File: src/rtl/passive_close_server.sv
// Server-side passive-close engine: ACKs the peer FIN, waits for the local close, then sends FIN and retransmits it until ACKed.
// Optional PASSIVE_CLOSE_DUP_FIN_EN: a duplicate peer FIN in CLOSE_WAIT re-sends the ACK.
module passive_close_server #(
    parameter int               SEQ_W      = 8,
    parameter logic [SEQ_W-1:0] ISS        = 8'h40,
    parameter logic [SEQ_W-1:0] IRS        = 8'h10,
    parameter int               RTO_CYCLES = 16,
    parameter int               MAX_RETX   = 3
) (
    input  logic             clk,
    input  logic             reset,
    input  logic             rx_valid,
    input  logic             rx_fin,
    input  logic             rx_ack,
    input  logic [SEQ_W-1:0] rx_seq,
    input  logic [SEQ_W-1:0] rx_ack_no,
    input  logic             app_close,
    output logic             tx_valid,
    input  logic             tx_ready,
    output logic             tx_fin,
    output logic             tx_ack,
    output logic [SEQ_W-1:0] tx_seq,
    output logic [SEQ_W-1:0] tx_ack_no,
    output logic [2:0]       state,
    output logic             closed,
    output logic             abort
);
    typedef enum logic [2:0] {
        ESTAB      = 3'b101,
        ACK_FIN    = 3'b001,
        CLOSE_WAIT = 3'b110,
        SEND_FIN   = 3'b010,
        LAST_ACK   = 3'b111,
        CLOSED     = 3'b000
    } state_t;

    typedef struct packed {
        logic             valid;
        logic             fin;
        logic             ack;
        logic [SEQ_W-1:0] seq;
        logic [SEQ_W-1:0] ack_no;
    } tx_seg_t;

    localparam int             TW       = $clog2(RTO_CYCLES + 1);
    localparam int             RW       = $clog2(MAX_RETX + 1);
    localparam logic [TW-1:0]  RTO_LD   = TW'(RTO_CYCLES);
    localparam logic [RW-1:0]  RETX_MAX = RW'(MAX_RETX);

    state_t           state_q, state_d;
    tx_seg_t          tx_q, tx_d;
    logic [SEQ_W-1:0] snd_q, snd_d, rcv_q, rcv_d, snd_inc, rcv_inc;
    logic [TW-1:0]    timer_q, timer_d;
    logic [RW-1:0]    retx_q, retx_d;
    logic             closed_q, closed_d, abort_q, abort_d;
    logic             hs, fin_hit, ack_hit;
`ifdef PASSIVE_CLOSE_DUP_FIN_EN
    logic [SEQ_W-1:0] rcv_dec;
    logic             dup_fin;
`endif

    always_comb begin
        snd_inc = snd_q + 1'b1;
        rcv_inc = rcv_q + 1'b1;
        hs      = tx_q.valid & tx_ready;
        fin_hit = rx_valid & rx_fin & (rx_seq == rcv_q);
        ack_hit = rx_valid & rx_ack & (rx_ack_no == snd_inc);
`ifdef PASSIVE_CLOSE_DUP_FIN_EN
        rcv_dec = rcv_q - 1'b1;
        dup_fin = rx_valid & rx_fin & (rx_seq == rcv_dec);
`endif

        state_d  = state_q;
        snd_d    = snd_q;
        rcv_d    = rcv_q;
        timer_d  = timer_q;
        retx_d   = retx_q;
        closed_d = 1'b0;
        abort_d  = 1'b0;

        case (state_q)
            ESTAB: if (fin_hit) begin
                rcv_d   = rcv_inc;
                state_d = ACK_FIN;
            end
            ACK_FIN: if (hs) state_d = CLOSE_WAIT;
            CLOSE_WAIT: begin
`ifdef PASSIVE_CLOSE_DUP_FIN_EN
                // A repeated FIN means our ACK was lost; answer it before closing.
                if (dup_fin)        state_d = ACK_FIN;
                else if (app_close) state_d = SEND_FIN;
`else
                if (app_close)      state_d = SEND_FIN;
`endif
            end
            SEND_FIN: if (hs) begin
                timer_d = RTO_LD;
                retx_d  = retx_q + 1'b1;
                state_d = LAST_ACK;
            end
            LAST_ACK: begin
                // ACK takes priority over an expiring timer.
                if (ack_hit) begin
                    snd_d    = snd_inc;
                    closed_d = 1'b1;
                    state_d  = CLOSED;
                end else if (timer_q != '0) begin
                    timer_d = timer_q - 1'b1;
                end else if (retx_q < RETX_MAX) begin
                    state_d = SEND_FIN;
                end else begin
                    abort_d = 1'b1;
                    state_d = CLOSED;
                end
            end
            default: ;
        endcase

        // Outputs are registered from the next state so they line up with it.
        tx_d.valid  = (state_d == ACK_FIN) || (state_d == SEND_FIN);
        tx_d.fin    = (state_d == SEND_FIN);
        tx_d.ack    = tx_d.valid;
        tx_d.seq    = snd_d;
        tx_d.ack_no = rcv_d;
    end

    always_ff @(posedge clk or negedge reset) begin
        if (!reset) begin
            state_q  <= ESTAB;
            snd_q    <= ISS;
            rcv_q    <= IRS;
            timer_q  <= '0;
            retx_q   <= '0;
            closed_q <= 1'b0;
            abort_q  <= 1'b0;
            tx_q     <= '{valid: 1'b0, fin: 1'b0, ack: 1'b0, seq: ISS, ack_no: IRS};
        end else begin
            state_q  <= state_d;
            snd_q    <= snd_d;
            rcv_q    <= rcv_d;
            timer_q  <= timer_d;
            retx_q   <= retx_d;
            closed_q <= closed_d;
            abort_q  <= abort_d;
            tx_q     <= tx_d;
        end
    end

    assign state     = state_q;
    assign tx_valid  = tx_q.valid;
    assign tx_fin    = tx_q.fin;
    assign tx_ack    = tx_q.ack;
    assign tx_seq    = tx_q.seq;
    assign tx_ack_no = tx_q.ack_no;
    assign closed    = closed_q;
    assign abort     = abort_q;
endmodule

File: config.mk
export PLATFORM = sky130hd
export DESIGN_NAME = passive_close_server
export DESIGN_NICKNAME = d
export VERILOG_FILES = /design/src/rtl/passive_close_server.sv
export SDC_FILE = /design/constraint.sdc
export NUM_CORES = 1
export LEC_CHECK = 0
export CORE_MARGIN = 3
export CORE_UTILIZATION = 52
export CTS_CLUSTER_DIAMETER = 120
export DETAILED_ROUTE_END_ITERATION = 7
export GPL_TIMING_DRIVEN = 1
export PLACE_DENSITY = 0.92
export SKIP_LAST_GASP = 1
export SLEW_MARGIN = 20
export SYNTH_ARGS = -nofsm -noshare
export SYNTH_HDL_FRONTEND = slang
export SYNTH_SLANG_ARGS = --single-unit
File: constraint.sdc
create_clock -name clk -period 6 [get_ports clk]
set_clock_uncertainty 0.15 [all_clocks]
set_input_delay 1.2 -clock clk [delete_from_list [all_inputs] [get_ports clk]]
set_output_delay 1.2 -clock clk [all_outputs]
set_load 0.02 [all_outputs]
==> flow_metrics.env <==
export IMPL_crit_family="simple AND/OR/NAND/NOR gates"
export IMPL_drt_total_wl_um=3860
export IMPL_p_switching_w=0.000170
export IMPL_die_h_um=63.7
export IMPL_cts_max_level=2
export IMPL_critPathArrivalTime_ns=3.49
export IMPL_cts_sinks=30
export IMPL_post_route_util_pct=73.8
export IMPL_worstReg2RegStart="snd_q[0]$_DFFE_PN0P_"
export IMPL_cts_inserted_buffers=5
export IMPL_slowest_delay_ns=0.47
export IMPL_via_count=1506
export IMPL_portBuffers=46
export IMPL_share_seq_of_total_power_pct=48.3
export IMPL_post_cts_buffers=0
export IMPL_worst_r2r_path_depth=7
export IMPL_hold_path_class="reg -> reg"
export IMPL_synth_top_cells_by_count="dfrtp_1 (26), nor2_1 (19), xor2_1 (19)"
export IMPL_finalCritPeriodShare_pct=56.7
export IMPL_nNetsFinal=255
export IMPL_grt_pass1_vias=1551
export IMPL_synth_top_area_share_pct=37.6
export IMPL_required_ns=6.09
export IMPL_cts_root_buf="clkbuf_4"
export IMPL_setup_tns_ns=0
export IMPL_antenna_found_initial=0
export IMPL_dp_hpwl_um=2980
export IMPL_rsz0062_at_grt="false"
export IMPL_crit_cells=7
export IMPL_endpoint_kind="flop"
export IMPL_grt_overflow=0
export IMPL_crit_fanout=8
export IMPL_finalSetupViolCount=0
export IMPL_synth_most_common_cell="dfrtp_1"
export IMPL_crit_type="in -> reg"
export IMPL_final_hold_violation_count=0
export IMPL_clockBufferDepth=2
export IMPL_vdd_ir_drop_max_mv=0.132
export IMPL_critPathLaunch="rx_ack_no[6]"
export IMPL_finalMaxSlewViolations=0
export IMPL_core_rowCount=20
export IMPL_crit_slowest_cell="clkdlybuf4s50_1"
export IMPL_max_freq_mhz=294
export IMPL_cellLeakagePower_nw=0.984
export IMPL_ys_seq_elements=30
export IMPL_syn_cell_area_um2=1730
export IMPL_relSlewSlack_pct=67.1
export IMPL_dr_pass1_iters=4
export IMPL_fin_area_um2=2290
export IMPL_yosys_warnings=0
export IMPL_netlist_instances=179
export IMPL_min_period_ns=3.40
export IMPL_seq_area_frac_synth_pct=43.7
export IMPL_worst_r2r_setup_slack_ns=3.11
export IMPL_grt_usage_pct=21.4
export IMPL_startpoint_type="primary input"
export IMPL_synth_area_leaders="dfrtp_1 (38%), xor2_1 (9.6%), xnor2_1 (7.6%)"
export IMPL_die_w_um=63.7
export IMPL_cts_hold_buffers=0
export IMPL_place_congestion=0.914
export IMPL_grt_start_max_net_pins=31
export IMPL_start_util_pct=55.7
export IMPL_maxCapViolations=0
export IMPL_core_area_um2=3100
export IMPL_p_clk_share_pct=25.0
export IMPL_wl_per_cell_um=14.1
export IMPL_fp_dieArea_um2=4050
export IMPL_swShare_pct=32.4
export IMPL_clk_latency_ns=0.34
export IMPL_clkTransAtPathRegs_ns=0.10
export IMPL_cts_resized=0
export IMPL_synth_largest_area_cell="dfrtp_1"
export IMPL_synthesis_nets=206
export IMPL_synth_edf_count=0
export IMPL_crit_buf_inv=1
export IMPL_dpl_cell_area_um2=2220
export IMPL_diodes=0
export IMPL_synthArstFlopShare_pct=100
export IMPL_drt_iter0_drc=82
export IMPL_combPwrFrac_pct=26.7
export IMPL_drive_gt1_share_pct=7.86
export IMPL_vias_per_cell=5.52
export IMPL_p_int_w=0.000354
export IMPL_grt_pass1_wl_um=6780
export IMPL_path_cells="clkdlybuf4s50_1 -> xor2_1 -> or3b_1 -> a211oi_1 -> o211ai_4 -> nor2_1 -> mux2_2"
export IMPL_ys_types=39
export IMPL_ant_nets=0
export IMPL_endpoint="snd_q[1]$_DFFE_PN0P_"
export IMPL_synth_main_ff_cell="dfrtp_1"
export IMPL_outcome="complete, no violations"
export IMPL_worst_pin_slew_ns=0.491
export IMPL_synth_area_per_cell_um2=9.66
export IMPL_r2r_end="snd_q[1]$_DFFE_PN0P_"
export IMPL_area_growth_pct=32.3
export IMPL_route_detailed_drc=0
export IMPL_cts_tree="done"
export IMPL_ios=47
export IMPL_powerDensity_nw_per_um2=229
## cells in the final DEF, fill, tap and decap left out, types with 2 or more instances in the layout
master,n
a211oi_1,3
a21oi_1,7
and3_1,3
clkbuf_4,5
clkdlybuf4s50_1,46
dfrtp_1,26
dfstp_2,4
ha_1,4
inv_1,7
mux2_2,2
nand2_1,14
nand3_1,14
nand4_1,2
nor2_1,19
nor3_1,6
nor4_1,3
o21ai_0,5
o31ai_1,2
or4_1,2
xnor2_1,15
xor2_1,19
## cell type report
class,instances,area (µm²)
clock buffers,6,51.3
well taps,44,55.1
multi-input cells,137,920
flip-flops and latches,30,756
fillers,258,815
inverters,7,26.3
repair buffers,47,468
clock inverters,2,12.5
## sequential cells by signal (all words and copies together) (netlist names)
| name | count |
|---|---|
| snd_q | 8 |
| rcv_q | 8 |
| retx_q | 2 |
| state | 3 |
| tx_ack | 1 |
| abort | 1 |
| timer_q | 5 |
| closed | 1 |
| tx_fin | 1 |
## power by group through the flow
stage	registers (W)	logic [W]	clock network (W)
finish	0.000253	0.000140	0.000131
global route	0.000260	0.000157	0.000143
CTS	0.000253	0.000141	0.000132
detailed placement	0.000257	0.000141	0
global placement	0.000256	0.000136	0
floorplan	0.000259	0.0000832	0
## cell families (layout without fill, tap and decap cells)
group                    after synthesis  in the layout  share of synthesized area, %
multiplexers                           2              2                          1.30
flip-flops                            30             30                          43.7
buffers and inverters                 12             62                          3.11
AND/OR/NAND/NOR                       70             70                          20.0
XOR/XNOR                              34             34                          17.2
adder cells (fa/ha/maj)                4              4                          2.89
AO/OA/AOI/OAI                         27             27                          11.7
## metal layers
layer	vias up	part of all wire, %	GRT usage [%]
met4	0	1.5	7.28
li1	725	-	-
met1	728	42	24.2
met3	8	4.7	4.81
met2	45	52	39.0
met5	-	0	0
## worst min-delay path by stage
stage	startpoint	endpoint	slack (ns)	cells after the start
floorplan	retx_q[1]$_DFFE_PN0P_	retx_q[1]$_DFFE_PN0P_	0.30	2
global placement	retx_q[0]$_DFFE_PN0P_	retx_q[0]$_DFFE_PN0P_	0.32	1
detailed placement	timer_q[4]$_DFFE_PN0P_	timer_q[4]$_DFFE_PN0P_	0.33	1
CTS	retx_q[0]$_DFFE_PN0P_	retx_q[0]$_DFFE_PN0P_	0.35	1
global route	retx_q[0]$_DFFE_PN0P_	retx_q[0]$_DFFE_PN0P_	0.39	1
finish	retx_q[0]$_DFFE_PN0P_	retx_q[0]$_DFFE_PN0P_	0.34	1
## metrics by stage
stage / power (W) / hold slack, ns / instances / worst slack (ns)
6_report: 0.000524 / 0.337 / 273 / 2.60
3_5_place_dp: 0.000399 / 0.332 / 265 / 2.23
2_1_floorplan: 0.000342 / 0.300 / 179 / 2.86
5_1_grt: 0.000559 / 0.387 / 273 / 2.40
4_1_cts: 0.000526 / 0.348 / 273 / 2.59
3_3_place_gp: 0.000392 / 0.316 / 265 / 2.30
Note: power is estimated with default switching activity, not from simulation.
